### config.mk
export PLATFORM = sky130hd
export DESIGN_NAME = idma_tilelink_write
export DESIGN_NICKNAME = d
export VERILOG_FILES = /design/src/rtl/idma_tilelink_pkg.sv /design/src/rtl/idma_tilelink_write_beat_ctr.sv /design/src/rtl/idma_tilelink_write.sv
export SDC_FILE = /design/constraint.sdc
export NUM_CORES = 1
export LEC_CHECK = 0
export ABC_AREA = 1
export CAP_MARGIN = 25
export CORE_AREA = 2 2 279 281
export CTS_BUF_LIST = sky130_fd_sc_hd__clkbuf_8
export DETAILED_ROUTE_END_ITERATION = 10
export DIE_AREA = 0 0 281 283
export PLACE_DENSITY_LB_ADDON = 0.25
export REMOVE_ABC_BUFFERS = 1
export SLEW_MARGIN = 20
export SYNTH_ARGS = -nofsm -noshare
export SYNTH_HDL_FRONTEND = slang
export SYNTH_HIERARCHICAL = 1
export SYNTH_SLANG_ARGS = --single-unit
export TNS_END_PERCENT = 100
### constraint.sdc
create_clock -name clk_i -period 3.4 [get_ports clk_i]
set_clock_uncertainty 0.15 [all_clocks]
set_input_delay 0.34 -clock clk_i [delete_from_list [all_inputs] [get_ports clk_i]]
set_output_delay 0.34 -clock clk_i [all_outputs]
set_load 0.1 [all_outputs]
### src/rtl/idma_tilelink_pkg.sv
// Shared TileLink-UH types, opcodes and sizing helpers for the iDMA TileLink tasks.
package idma_tilelink_pkg;

  localparam int unsigned TlStrbWidth   = 16;
  localparam int unsigned TlAddrWidth   = 32;
  localparam int unsigned TlSizeWidth   = 4;
  localparam int unsigned TlSourceWidth = 4;
  localparam int unsigned TlOffWidth    = $clog2(TlStrbWidth);

  localparam logic [2:0] PutFullData    = 3'd0;
  localparam logic [2:0] PutPartialData = 3'd1;
  localparam logic [2:0] AccessAck      = 3'd0;

  function automatic int unsigned beat_cnt_width(input int unsigned burst_length,
                                                 input int unsigned strb_width);
    return $clog2(burst_length / strb_width) + 1;
  endfunction

  typedef logic [7:0]             byte_t;
  typedef logic [TlStrbWidth-1:0] strb_t;

  typedef struct packed {
    logic [2:0]               opcode;
    logic [2:0]               param;
    logic [TlSizeWidth-1:0]   size;
    logic [TlSourceWidth-1:0] source;
    logic [TlAddrWidth-1:0]   address;
    strb_t                    mask;
    byte_t [TlStrbWidth-1:0]  data;
    logic                     corrupt;
  } tl_a_chan_t;

  typedef struct packed {
    logic [2:0]               opcode;
    logic [1:0]               param;
    logic [TlSizeWidth-1:0]   size;
    logic [TlSourceWidth-1:0] source;
    logic                     sink;
    logic                     denied;
    byte_t [TlStrbWidth-1:0]  data;
    logic                     corrupt;
  } tl_d_chan_t;

  typedef struct packed {
    tl_a_chan_t a;
    logic       a_valid;
    logic       d_ready;
  } write_req_t;

  typedef struct packed {
    logic       a_ready;
    tl_d_chan_t d;
    logic       d_valid;
  } write_rsp_t;

  typedef struct packed {
    logic [TlOffWidth-1:0] offset;
    logic [TlOffWidth-1:0] tailer;
    logic [TlOffWidth-1:0] shift;
    logic                  is_single;
  } w_dp_req_t;

  typedef struct packed {
    logic [1:0] resp;
    logic       user;
  } w_dp_rsp_t;

  typedef struct packed {
    tl_a_chan_t a_chan;
  } tl_meta_t;

  typedef struct packed {
    tl_meta_t tilelink;
  } write_meta_chan_t;

endpackage

### src/rtl/idma_tilelink_write_beat_ctr.sv
// Tracks the position inside an A-channel burst: first-beat flag, beats remaining, last flag.
// Combinational last, state updates one cycle after each beat handshake; no backpressure of its own.
module idma_tilelink_write_beat_ctr
  import idma_tilelink_pkg::*;
#(
  parameter int unsigned StrbWidth   = 16,
  parameter int unsigned BurstLength = 64,
  parameter int unsigned SizeWidth   = 4
) (
  input  logic                 clk_i,
  input  logic                 rst_i,
  input  logic [SizeWidth-1:0] size,
  input  logic                 is_single,
  input  logic                 beat_hs,
  output logic                 first,
  output logic                 last
);

  localparam int unsigned CntWidth = beat_cnt_width(BurstLength, StrbWidth);
  localparam int unsigned MaxBeats = BurstLength / StrbWidth;

  logic [31:0]         beats_raw;
  logic [CntWidth-1:0] beats_total;
  logic [CntWidth-1:0] beats_left_q;
  logic                first_q;

  // Sub-beat transfers still occupy one beat; oversize requests clamp to a full burst.
  always_comb begin
    beats_raw = (32'd1 << size) >> $clog2(StrbWidth);
    if (beats_raw == 32'd0) beats_raw = 32'd1;
    if (beats_raw > MaxBeats) beats_raw = 32'(MaxBeats);
  end

  assign beats_total = CntWidth'(beats_raw);
  assign first       = first_q;
  assign last        = is_single
                     | (!first_q && beats_left_q == CntWidth'(1))
                     | ( first_q && beats_total  == CntWidth'(1));

  always_ff @(posedge clk_i) begin
    if (rst_i) begin
      first_q      <= 1'b1;
      beats_left_q <= '0;
    end else if (beat_hs) begin
      first_q <= last;
      if (first_q) beats_left_q <= beats_total - CntWidth'(1);
      else         beats_left_q <= beats_left_q - CntWidth'(1);
    end
  end

endmodule

### src/rtl/idma_tilelink_write.sv
// iDMA TileLink-UH write task: zero-latency buffer-to-A-channel beats, AccessAcks passed to w_dp in order.
// A beats stall on buffer bytes, descriptor, header or a full outstanding window; D stalls on w_dp_ready_i. Optional IDMA_TILELINK_WRITE_ERR_STICKY_EN.
module idma_tilelink_write
  import idma_tilelink_pkg::*;
#(
  parameter int unsigned StrbWidth      = 16,
  parameter int unsigned BurstLength    = 64,
  parameter int unsigned MaxOutstanding = 4,
  parameter type byte_t            = idma_tilelink_pkg::byte_t,
  parameter type strb_t            = idma_tilelink_pkg::strb_t,
  parameter type write_req_t       = idma_tilelink_pkg::write_req_t,
  parameter type write_rsp_t       = idma_tilelink_pkg::write_rsp_t,
  parameter type w_dp_req_t        = idma_tilelink_pkg::w_dp_req_t,
  parameter type w_dp_rsp_t        = idma_tilelink_pkg::w_dp_rsp_t,
  parameter type write_meta_chan_t = idma_tilelink_pkg::write_meta_chan_t
) (
  input  logic                    clk_i,
  input  logic                    rst_i,
  input  w_dp_req_t               w_dp_req_i,
  input  logic                    w_dp_valid_i,
  output logic                    w_dp_ready_o,
  output w_dp_rsp_t               w_dp_rsp_o,
  output logic                    w_dp_valid_o,
  input  logic                    w_dp_ready_i,
  input  write_meta_chan_t        write_meta_req_i,
  input  logic                    write_meta_valid_i,
  output logic                    write_meta_ready_o,
  output write_req_t              write_req_o,
  input  write_rsp_t              write_rsp_i,
`ifdef IDMA_TILELINK_WRITE_ERR_STICKY_EN
  output logic                    err_sticky_o,
  input  logic                    err_clear_i,
`endif
  input  byte_t [StrbWidth-1:0]   buffer_out_i,
  input  strb_t                   buffer_out_valid_i,
  output strb_t                   buffer_out_ready_o
);

  localparam int unsigned OutW = $clog2(MaxOutstanding + 1);

  logic            first, last;
  logic            data_ok, a_valid, beat_hs, last_hs;
  logic            d_ready, d_hs;
  logic            outst_full;
  logic [OutW-1:0] outst_q;
  strb_t           mask, mask_out;
  logic            unused_in;

  idma_tilelink_write_beat_ctr #(
    .StrbWidth   (StrbWidth),
    .BurstLength (BurstLength),
    .SizeWidth   ($bits(write_meta_req_i.tilelink.a_chan.size))
  ) i_beat_ctr (
    .clk_i     (clk_i),
    .rst_i     (rst_i),
    .size      (write_meta_req_i.tilelink.a_chan.size),
    .is_single (w_dp_req_i.is_single),
    .beat_hs   (beat_hs),
    .first     (first),
    .last      (last)
  );

  always_comb begin
    mask = '1;
    if (first) mask &= {StrbWidth{1'b1}} << w_dp_req_i.offset;
    if (last && w_dp_req_i.tailer != '0)
      mask &= {StrbWidth{1'b1}} >> (StrbWidth - 32'(w_dp_req_i.tailer));
    // Buffer bytes sit rotated by the realignment shift relative to bus lanes.
    mask_out = strb_t'({mask, mask} >> w_dp_req_i.shift);
  end

  assign data_ok    = &(buffer_out_valid_i | ~mask_out);
  assign outst_full = (outst_q == OutW'(MaxOutstanding));
  assign a_valid    = !rst_i & w_dp_valid_i & write_meta_valid_i & data_ok & ~(first & outst_full);
  assign beat_hs    = a_valid & write_rsp_i.a_ready;
  assign last_hs    = beat_hs & last;
  assign d_ready    = !rst_i & w_dp_ready_i;
  assign d_hs       = write_rsp_i.d_valid & d_ready;

  assign buffer_out_ready_o = beat_hs ? mask_out : '0;
  assign w_dp_ready_o       = last_hs;
  assign write_meta_ready_o = last_hs;
  assign w_dp_valid_o       = !rst_i & write_rsp_i.d_valid;

  always_comb begin
    write_req_o           = '0;
    write_req_o.a         = write_meta_req_i.tilelink.a_chan;
    write_req_o.a.mask    = mask;
    write_req_o.a.data    = buffer_out_i;
    write_req_o.a.corrupt = 1'b0;
    write_req_o.a_valid   = a_valid;
    write_req_o.d_ready   = d_ready;
  end

  always_comb begin
    w_dp_rsp_o      = '0;
    w_dp_rsp_o.resp = {write_rsp_i.d.corrupt, write_rsp_i.d.denied};
  end

  // Stray acks with nothing outstanding pass through without wrapping the count.
  always_ff @(posedge clk_i) begin
    if (rst_i) begin
      outst_q <= '0;
    end else begin
      case ({last_hs, d_hs})
        2'b10:   outst_q <= outst_q + OutW'(1);
        2'b01:   if (outst_q != '0) outst_q <= outst_q - OutW'(1);
        default: outst_q <= outst_q;
      endcase
    end
  end

`ifdef IDMA_TILELINK_WRITE_ERR_STICKY_EN
  logic err_sticky_q;

  always_ff @(posedge clk_i) begin
    if (rst_i)                                                        err_sticky_q <= 1'b0;
    else if (d_hs && (write_rsp_i.d.corrupt || write_rsp_i.d.denied)) err_sticky_q <= 1'b1;
    else if (err_clear_i)                                             err_sticky_q <= 1'b0;
  end

  assign err_sticky_o = err_sticky_q;
`endif

  assign unused_in = ^{write_rsp_i, write_meta_req_i};

endmodule

==> reports/qor.tcl, run 1 <==
set qor(route.vias.total) 4436
set qor(finalWirelength_um) 78400
set qor(fp.dieH_um) 283
set qor(largest_net_degree_at_the_start_of_global_routing) 17
set qor(port_buffers) 80
set qor(hpwl_um) 75000
set qor(setup_ws_ns) -1.03
set qor(synth-edff-count) 0
set qor(initial_utilization_pct) 4.84
set qor(share_of_cells_above_drive_strength_1_pct) 51.4
set qor(synth.yosys.warnings) 6
set qor(synth.top_cells.by_area) {sky130_fd_sc_hd__buf_4 37%, sky130_fd_sc_hd__nand3_1 18%, sky130_fd_sc_hd__nand2_1 8.8%}
set qor(setup_violations) 26
set qor(grt_pass1_vias) 4397
set qor(synthesized_area_divided_by_synthesized_cell_count_um2) 5.91
set qor(power.density_cell_area_nw_per_um2) 184
set qor(final_core_area_utilization_pct) 8.88
set qor(synth_area_leader_cell) {sky130_fd_sc_hd__buf_4}
set qor(p_leak_uw) 0.00280
set qor(worstSetupStartpointType) {input port}
set qor(cts_max_path_buffers) 2
set qor(wire_per_inst_um) 45.7
set qor(mostFrequentLayoutCell) {sky130_fd_sc_hd__buf_4}
set qor(tritoncts_num_sinks) 7
set qor(drt-vias-per-instance) 2.59
set qor(worstHoldPathType) {reg -> reg}
set qor(coreArea_um2) 76700
set qor(drc_errors) 0
set qor(critical_path.endpoint_type) {register}
set qor(floorplan.die_area_um2) 79500
set qor(worst-setup-path-type) {in -> reg}
set qor(row_count) 102
set qor(area_growth_syn_to_layout_pct) 83.6
set qor(ys_ff_latch) 7
set qor(netlist-cell-type-count) 34
set qor(critical_path_arrival_ns) 4.40
set qor(cts-buffers-inserted) 3
set qor(critPathMaxFanout) 7
set qor(min_period_over_period_pct) 130
set qor(critPathRequiredTime_ns) 3.37
set qor(synth_largest_type_area_fraction_pct) 37.0
set qor(timing.critical_path.slowest_stage_cell) {sky130_fd_sc_hd__buf_4}
set qor(grt_pass1_wl_um) 88400
set qor(layout.cells.most_common_list) {139 x sky130_fd_sc_hd__buf_4, 81 x sky130_fd_sc_hd__nand2_1, 74 x sky130_fd_sc_hd__nand3_2}
set qor(cts_h_tree_depth) 1
set qor(largest_vdd_supply_drop_v) 0.0000964
set qor(tritoncts) {yes}
set qor(postCtsHoldBufs) 0
set qor(least_margin_pin_slew_ns) 0.795
set qor(post-place-ws_ns) -1.50
set qor(grt_overflow_total) 0
set qor(rsz0062_at_grt) {true}
set qor(maxClockFrequency_mhz) 226
set qor(slew_viol_final) 0
set qor(dominantRegCellSynth) {sky130_fd_sc_hd__dfxtp_1}
set qor(fillCellCount) 8953
set qor(layout.nets) 1183
set qor(io_pins) 714
set qor(multi_input_area_um2) 2490
set qor(synth-seq-area-share_pct) 3.77
set qor(status) {finished with violations}
set qor(slew-limit-headroom_pct) 46.9
set qor(maxCapViolations) 0
set qor(cp_common_cell) {sky130_fd_sc_hd__buf_4}
set qor(failed_checks) {negative setup slack}
set qor(drtPass1Iterations) 4
set qor(asyncSetResetFlopFracSynth_pct) 0
set qor(period_needed_ns) 4.43
set qor(cts_root_buf) {sky130_fd_sc_hd__clkbuf_8}
set qor(hold_vio_cnt_final) 0
set qor(netlist_area_um2) 3710
set qor(globalplace.congestion) 0.946
set qor(chipWidth_um) 281
set qor(netlist_instances) 628
set qor(globalRouteTotalUtil_pct) 19.1
set qor(worst_setup_hold_path_clk_slew_ns) 0.05
set qor(critPathMaxStageDelay_ns) 0.16
set qor(drt-initial-drc-count) 245
set qor(register_area_um2) 140
set qor(antenna_violations_before_repair) 5
set qor(antenna_left) 0
set qor(clk_latency_worst_skew_pair_ns) 0.23
metal layers:
metal,track usage [%],part of all wire [%],vias to the layer above
li1,-,-,1949
met1,6.98,13,1837
met2,30.0,44,604
met3,36.9,41,30
met4,2.69,1.7,16
met5,3.72,0.64,-
final timing paths:
kind | startpoint | end | slack (ns) | depth (start not counted)
worst max-delay path | write_meta_req_i[183] | i_beat_ctr/beats_left_q[0]$_SDFFE_PP0P_ | -1.03 | 37
worst min-delay path | i_beat_ctr/beats_left_q[1]$_SDFFE_PP0P_ | i_beat_ctr/beats_left_q[1]$_SDFFE_PP0P_ | 0.37 | 2
worst max register to register | i_beat_ctr/beats_left_q[1]$_SDFFE_PP0P_ | outst_q[2]$_SDFFE_PP0P_ | -0.39 | 29
worst min register to register | i_beat_ctr/beats_left_q[1]$_SDFFE_PP0P_ | i_beat_ctr/beats_left_q[1]$_SDFFE_PP0P_ | 0.37 | 2
cell usage after synthesis, types with 2 or more instances:
| master | number |
|---|---|
| sky130_fd_sc_hd__nand3_2 | 6 |
| sky130_fd_sc_hd__inv_1 | 58 |
| sky130_fd_sc_hd__ha_1 | 8 |
| sky130_fd_sc_hd__nand2_2 | 6 |
| sky130_fd_sc_hd__dfxtp_1 | 7 |
| sky130_fd_sc_hd__nand2_4 | 2 |
| sky130_fd_sc_hd__buf_6 | 4 |
| sky130_fd_sc_hd__nand3b_1 | 8 |
| sky130_fd_sc_hd__buf_1 | 2 |
| sky130_fd_sc_hd__buf_4 | 183 |
| sky130_fd_sc_hd__nand3_1 | 136 |
| sky130_fd_sc_hd__xnor2_1 | 2 |
| sky130_fd_sc_hd__clkbuf_1 | 4 |
| sky130_fd_sc_hd__nand4_1 | 21 |
| sky130_fd_sc_hd__nor2_2 | 4 |
| sky130_fd_sc_hd__a31oi_1 | 4 |
| sky130_fd_sc_hd__or2_1 | 2 |
| sky130_fd_sc_hd__buf_2 | 8 |
| sky130_fd_sc_hd__a21oi_1 | 5 |
| sky130_fd_sc_hd__nor2_1 | 48 |
| sky130_fd_sc_hd__nand2_1 | 87 |
| sky130_fd_sc_hd__o21ai_0 | 8 |
| sky130_fd_sc_hd__inv_2 | 2 |
| sky130_fd_sc_hd__o21ai_1 | 3 |
state kept, by name, indices dropped and copies added (netlist names):
register                 flops
i_beat_ctr/beats_left_q      3
i_beat_ctr/first             1
outst_q                      3
through the flow:
| stage | instances | hold slack, ns | TNS [ns] | total power (uW) | instance area (um^2) |
|---|---|---|---|---|---|
| 2_1_floorplan | 428 | 0.290 | -59.02 | 472 | 2230 |
| 6_report | 1716 | 0.368 | -20.19 | 1260 | 6810 |
| 5_1_grt | 1715 | 0.421 | -26.08 | 1330 | 6810 |
| 3_5_place_dp | 1654 | 0.367 | -36.38 | 888 | 5540 |
| 3_3_place_gp | 1654 | 0.369 | -37.19 | 891 | 5540 |
| 4_1_cts | 1712 | 0.380 | -18.76 | 1230 | 6680 |
worst max-delay path: cells and delay by family:
family                 cells  cell delay [ns]
AND/OR/NAND/NOR            5             0.45
AO/OA/AOI/OAI              1             0.05
buffers and inverters     31             3.53
final cells by class:
cell class                 instances  area share, %
clock inverter                     1         0.0551
tap                             1040           19.1
clock buffer                       3          0.606
timing repair buffer             243           38.0
inverter                          61           3.53
sequential                         7           2.06
multi-input combinational        360           36.6
antenna                            1         0.0367
power by group:
group	switching (uW)	internal, uW	leakage [uW]
logic	602	450	0.00271
clock network	42.8	78.7	0.0000269
registers	0.129	82.4	0.0000564
total	645	611	0.00280
repair_timing:
action / CTS / global route
setup buffers: 63 / 5
pin swaps: 57 / 21
gates resized for setup: 169 / 29
cloned: 4 / 0
endpoints found under the setup margin: 38 / 26
logic make-up after synthesis:
logic type | count (synthesis) | share of synthesized area, %
AOI/OAI and AO/OA | 24 | 3.94
xor gates and xnor gates | 3 | 0.708
adders and majority gates | 8 | 2.70
buffers and inverters | 262 | 46.1
DFF | 7 | 3.77
other | 1 | 0.101
and+or+nand+nor | 323 | 42.7
Power figures use the tool's default switching activity.
==> run 2: changes to the inputs <==
Settings changed: CAP_MARGIN 25 to 15.
==> results of run 2 <==
No change in the layout: final DEF, timing and power equal those of run 1.
==> run 3: changes to the inputs <==
Settings changed: ABC_AREA 1 to default, CORE_AREA 2 2 279 281 to 2 2 276 278, DIE_AREA 0 0 281 283 to 0 0 278 280.
==> run 3 against run 2 <==
Routed wire length increased by 9.3%. First-iteration DRC count increased by 44%. Cell count increased by 3.0%. Combinational power increased by 24%. Worst setup slack got worse by 0.086 ns. Non-clock buffer count increased by 122. Sequential power increased by 0.5%. Worst hold slack got worse by 0.014 ns. The run still ends with negative setup slack left. Synthesized cell count increased by 1.6%. Largest power group unchanged. Largest cell class unchanged. Global-route usage increased by 2.3 points.
==> reports/qor.tcl, run 3 <==
set qor(dominantRegCellSynth) {sky130_fd_sc_hd__dfxtp_1}
set qor(hpwl_um) 81600
set qor(reported_net_switching_power_uw) 770
set qor(mostFrequentLayoutCell) {sky130_fd_sc_hd__buf_4}
set qor(post-place-ws_ns) -1.99
set qor(post_dp_cell_area_um2) 7070
set qor(tritoncts_num_sinks) 7
set qor(status) {finished with violations}
set qor(cts-buffers-inserted) 3
set qor(worst_setup_hold_path_clk_slew_ns) 0.05
set qor(fp.dieH_um) 280
set qor(ys_ff_latch) 7
set qor(finalWirelength_um) 85700
set qor(critical_path.reg2reg.startpoint) {i_beat_ctr/beats_left_q[1]$_SDFFE_PP0P_}
set qor(synthMostInstantiatedCell) {sky130_fd_sc_hd__buf_4}
set qor(critPathMaxFanout) 7
set qor(period_needed_ns) 4.52
set qor(area_growth_syn_to_layout_pct) 86.0
set qor(worstHoldPathType) {reg -> reg}
set qor(critical_path.reg2reg.endpoint) {outst_q[2]$_SDFFE_PP0P_}
set qor(fillCellCount) 8655
set qor(drtPass1Iterations) 4
set qor(drt-vias-per-instance) 3.26
set qor(clock_power_share_pct) 8.5
set qor(synthesized_area_divided_by_synthesized_cell_count_um2) 7.04
set qor(cts_root_buf) {sky130_fd_sc_hd__clkbuf_8}
set qor(share_of_cells_above_drive_strength_1_pct) 59.4
set qor(min_to) {i_beat_ctr/beats_left_q[1]$_SDFFE_PP0P_}
set qor(yosys.area_share.xor_xnor_pct) 1.39
set qor(tritoncts) {yes}
set qor(port_buffers) 80
set qor(cts_max_path_buffers) 2
set qor(dominant_combinational_cell_family_by_area_after_synthesis) {buffers and inverters}
set qor(hold_ws_ns) 0.354
set qor(critical_path.endpoint_type) {register}
set qor(synth.yosys.warnings) 6
set qor(maxCapViolations) 0
set qor(antenna_left) 0
set qor(grt_pass1_vias) 5611
set qor(netlist_top_cells_count) {184 x sky130_fd_sc_hd__buf_4, 55 x sky130_fd_sc_hd__nor2_1, 39 x sky130_fd_sc_hd__nand2_1, 36 x sky130_fd_sc_hd__a21oi_1}
set qor(r2r.worst_path.cells) 24
set qor(internal_power_uw) 744
set qor(synth-edff-count) 0
set qor(least_margin_pin_slew_ns) 0.601
set qor(floorplan.die_area_um2) 77800
set qor(maxClockFrequency_mhz) 221
set qor(synth-seq-area-share_pct) 3.12
set qor(synth_largest_type_area_fraction_pct) 30.7
set qor(io_pins) 714
set qor(wire_per_inst_um) 48.5
set qor(setup_ws_ns) -1.12
set qor(synth_simple_gate_area_share_pct) 22.9
set qor(finalNonFillerCells) 1768
set qor(grt_overflow_total) 0
set qor(grt_pass1_wl_um) 99000
set qor(globalplace.congestion) 0.966
set qor(largest_net_degree_at_the_start_of_global_routing) 25
set qor(hold_vio_cnt_final) 0
set qor(layout.cells.most_common_list) {257 x sky130_fd_sc_hd__buf_4, 49 x sky130_fd_sc_hd__nor2_1, 41 x sky130_fd_sc_hd__buf_12}
set qor(synth.top_cells.by_area) {sky130_fd_sc_hd__buf_4 31%, sky130_fd_sc_hd__nor2_1 4.6%, sky130_fd_sc_hd__a21oi_1 4.0%}
set qor(synth_area_leader_cell) {sky130_fd_sc_hd__buf_4}
set qor(hold_path_depth) 2
set qor(critPathRequiredTime_ns) 3.41
set qor(power.density_cell_area_nw_per_um2) 181
set qor(postCtsHoldBufs) 0
set qor(worst-setup-path-type) {in -> reg}
set qor(crit_start) {write_meta_req_i[182]}
set qor(critical_path_arrival_ns) 4.52
set qor(regToRegSetupSlack_ns) -1.02
set qor(clk_latency_worst_skew_pair_ns) 0.24
set qor(dpl.cell_count) 1706
set qor(holdCritStartpoint) {i_beat_ctr/beats_left_q[1]$_SDFFE_PP0P_}
set qor(netlist_area_um2) 4490
set qor(rsz0062_at_grt) {true}
set qor(synth_compound_gate_area_share_pct) 28.6
set qor(asyncSetResetFlopFracSynth_pct) 0
set qor(layout.nets) 1298
set qor(netSwitchingFraction_pct) 50.9
set qor(netlist_instances) 638
set qor(netlist-cell-type-count) 91
set qor(post_synth_fa_ha_maj_area_fraction_pct) 2.23
set qor(initial_utilization_pct) 5.98
set qor(cts_h_tree_depth) 1
set qor(yosys-mux-area-fraction_pct) 5.57
set qor(globalRouteTotalUtil_pct) 21.4
set qor(power.combinational.fraction_pct) 86.0
set qor(route.vias.total) 5772
set qor(seqPwrFrac_pct) 5.5
set qor(antenna_violations_before_repair) 2
set qor(drt-initial-drc-count) 352
set qor(row_count) 101
set qor(slew_viol_final) 0
set qor(failed_checks) {negative setup slack}
set qor(slew-limit-headroom_pct) 58.8
set qor(p_leak_uw) 0.00316
set qor(chipWidth_um) 278
set qor(setup_violations) 26
set qor(fin_area_um2) 8360
set qor(final_core_area_utilization_pct) 11.1
set qor(diodes) 0
set qor(min_period_over_period_pct) 133
set qor(drc_errors) 0
set qor(worstSetupStartpointType) {input port}
set qor(coreArea_um2) 75200
set qor(largest_vdd_supply_drop_v) 0.0000807
-- run 3: changes by cell type in the layout (fill, tap and decap cells not counted), moves of 22 or more --
cell,delta
sky130_fd_sc_hd__nand3_2,-72
sky130_fd_sc_hd__nand2_1,-48
sky130_fd_sc_hd__nor2_1,+22
sky130_fd_sc_hd__buf_4,+118
sky130_fd_sc_hd__nand3_1,-52
sky130_fd_sc_hd__inv_1,-42
-- run 3: timing repair --
item	4_1_cts	5_1_grt
pin swaps	37	42
endpoints found under the setup margin	30	27
hold endpoints to repair	0	0
buffers inserted	51	17
resized for setup	104	95
-- run 3: power groups by stage --
stage	clock network [uW]	registers, uW	logic, uW
2_1_floorplan	0	84.9	445
3_3_place_gp	0	84.5	1100
3_5_place_dp	0	84.5	1090
4_1_cts	137	82.8	1210
5_1_grt	142	82.8	1370
6_report	129	82.9	1300
-- run 3: area by class of cell --
cell class / instances / area [um^2] / share of cell area (%)
Inverter: 20 / 92.6 / 1.11
Tap cell: 978 / 1220 / 14.6
Clock buffer: 3 / 41.3 / 0.494
Sequential cell: 7 / 141 / 1.69
Clock inverter: 1 / 3.75 / 0.0449
Multi-Input combinational cell: 394 / 3400 / 40.7
Timing Repair Buffer: 365 / 3460 / 41.3
-- run 3: critical path, cell delays in order --
cell                       delay (ns)
sky130_fd_sc_hd__buf_6           0.09
sky130_fd_sc_hd__o21a_1          0.18
sky130_fd_sc_hd__or2_1           0.24
sky130_fd_sc_hd__inv_2           0.08
sky130_fd_sc_hd__ha_4            0.13
sky130_fd_sc_hd__nand3_2         0.07
sky130_fd_sc_hd__nand2_2         0.09
sky130_fd_sc_hd__buf_12          0.14
sky130_fd_sc_hd__and2b_2         0.19
sky130_fd_sc_hd__buf_4           0.11
sky130_fd_sc_hd__nand2_2         0.06
sky130_fd_sc_hd__o211a_1         0.27
sky130_fd_sc_hd__a21oi_2         0.29
sky130_fd_sc_hd__buf_4           0.19
sky130_fd_sc_hd__a32o_2          0.15
sky130_fd_sc_hd__or3_4           0.14
sky130_fd_sc_hd__o22ai_4         0.11
sky130_fd_sc_hd__buf_6           0.15
sky130_fd_sc_hd__buf_6           0.10
sky130_fd_sc_hd__nor4_4          0.27
sky130_fd_sc_hd__nor2_1          0.09
sky130_fd_sc_hd__xor2_1          0.15
sky130_fd_sc_hd__ha_2            0.20
sky130_fd_sc_hd__nor3_2          0.14
sky130_fd_sc_hd__or4bb_1         0.40
sky130_fd_sc_hd__o211ai_1        0.12
-- run 3: how the worst max path moves through the flow --
stage,end,slack (ns)
global route,buffer_out_ready_o[9],-1.30
detailed placement,outst_q[2]$_SDFFE_PP0P_,-1.99
global placement,outst_q[2]$_SDFFE_PP0P_,-2.09
finish,outst_q[2]$_SDFFE_PP0P_,-1.12
floorplan,buffer_out_ready_o[10],-5.16
CTS,buffer_out_ready_o[9],-1.31
-- run 3: logic make-up after synthesis --
kind of cell / after synthesis
xor gates and xnor gates: 5
and+or+nand+nor: 191
AOI/OAI and AO/OA: 166
other: 1
muxes: 22
DFF: 7
buffers and inverters: 238
adders and majority gates: 8
-- run 3: stage by stage --
stage	power, uW	setup TNS (ns)
2_1_floorplan	529	-92.70
3_3_place_gp	1190	-47.88
3_5_place_dp	1180	-46.54
4_1_cts	1430	-28.63
5_1_grt	1600	-29.14
6_report	1510	-24.77
-- run 3: metal layers --
layer | vias up | GRT usage, % | wire length (um)
met3 | 32 | 35.9 | 30700
met1 | 2609 | 9.36 | 13200
li1 | 2423 | - | -
met4 | 8 | 3.88 | 1820
met2 | 700 | 35.1 | 39100
met5 | - | 8.13 | 863
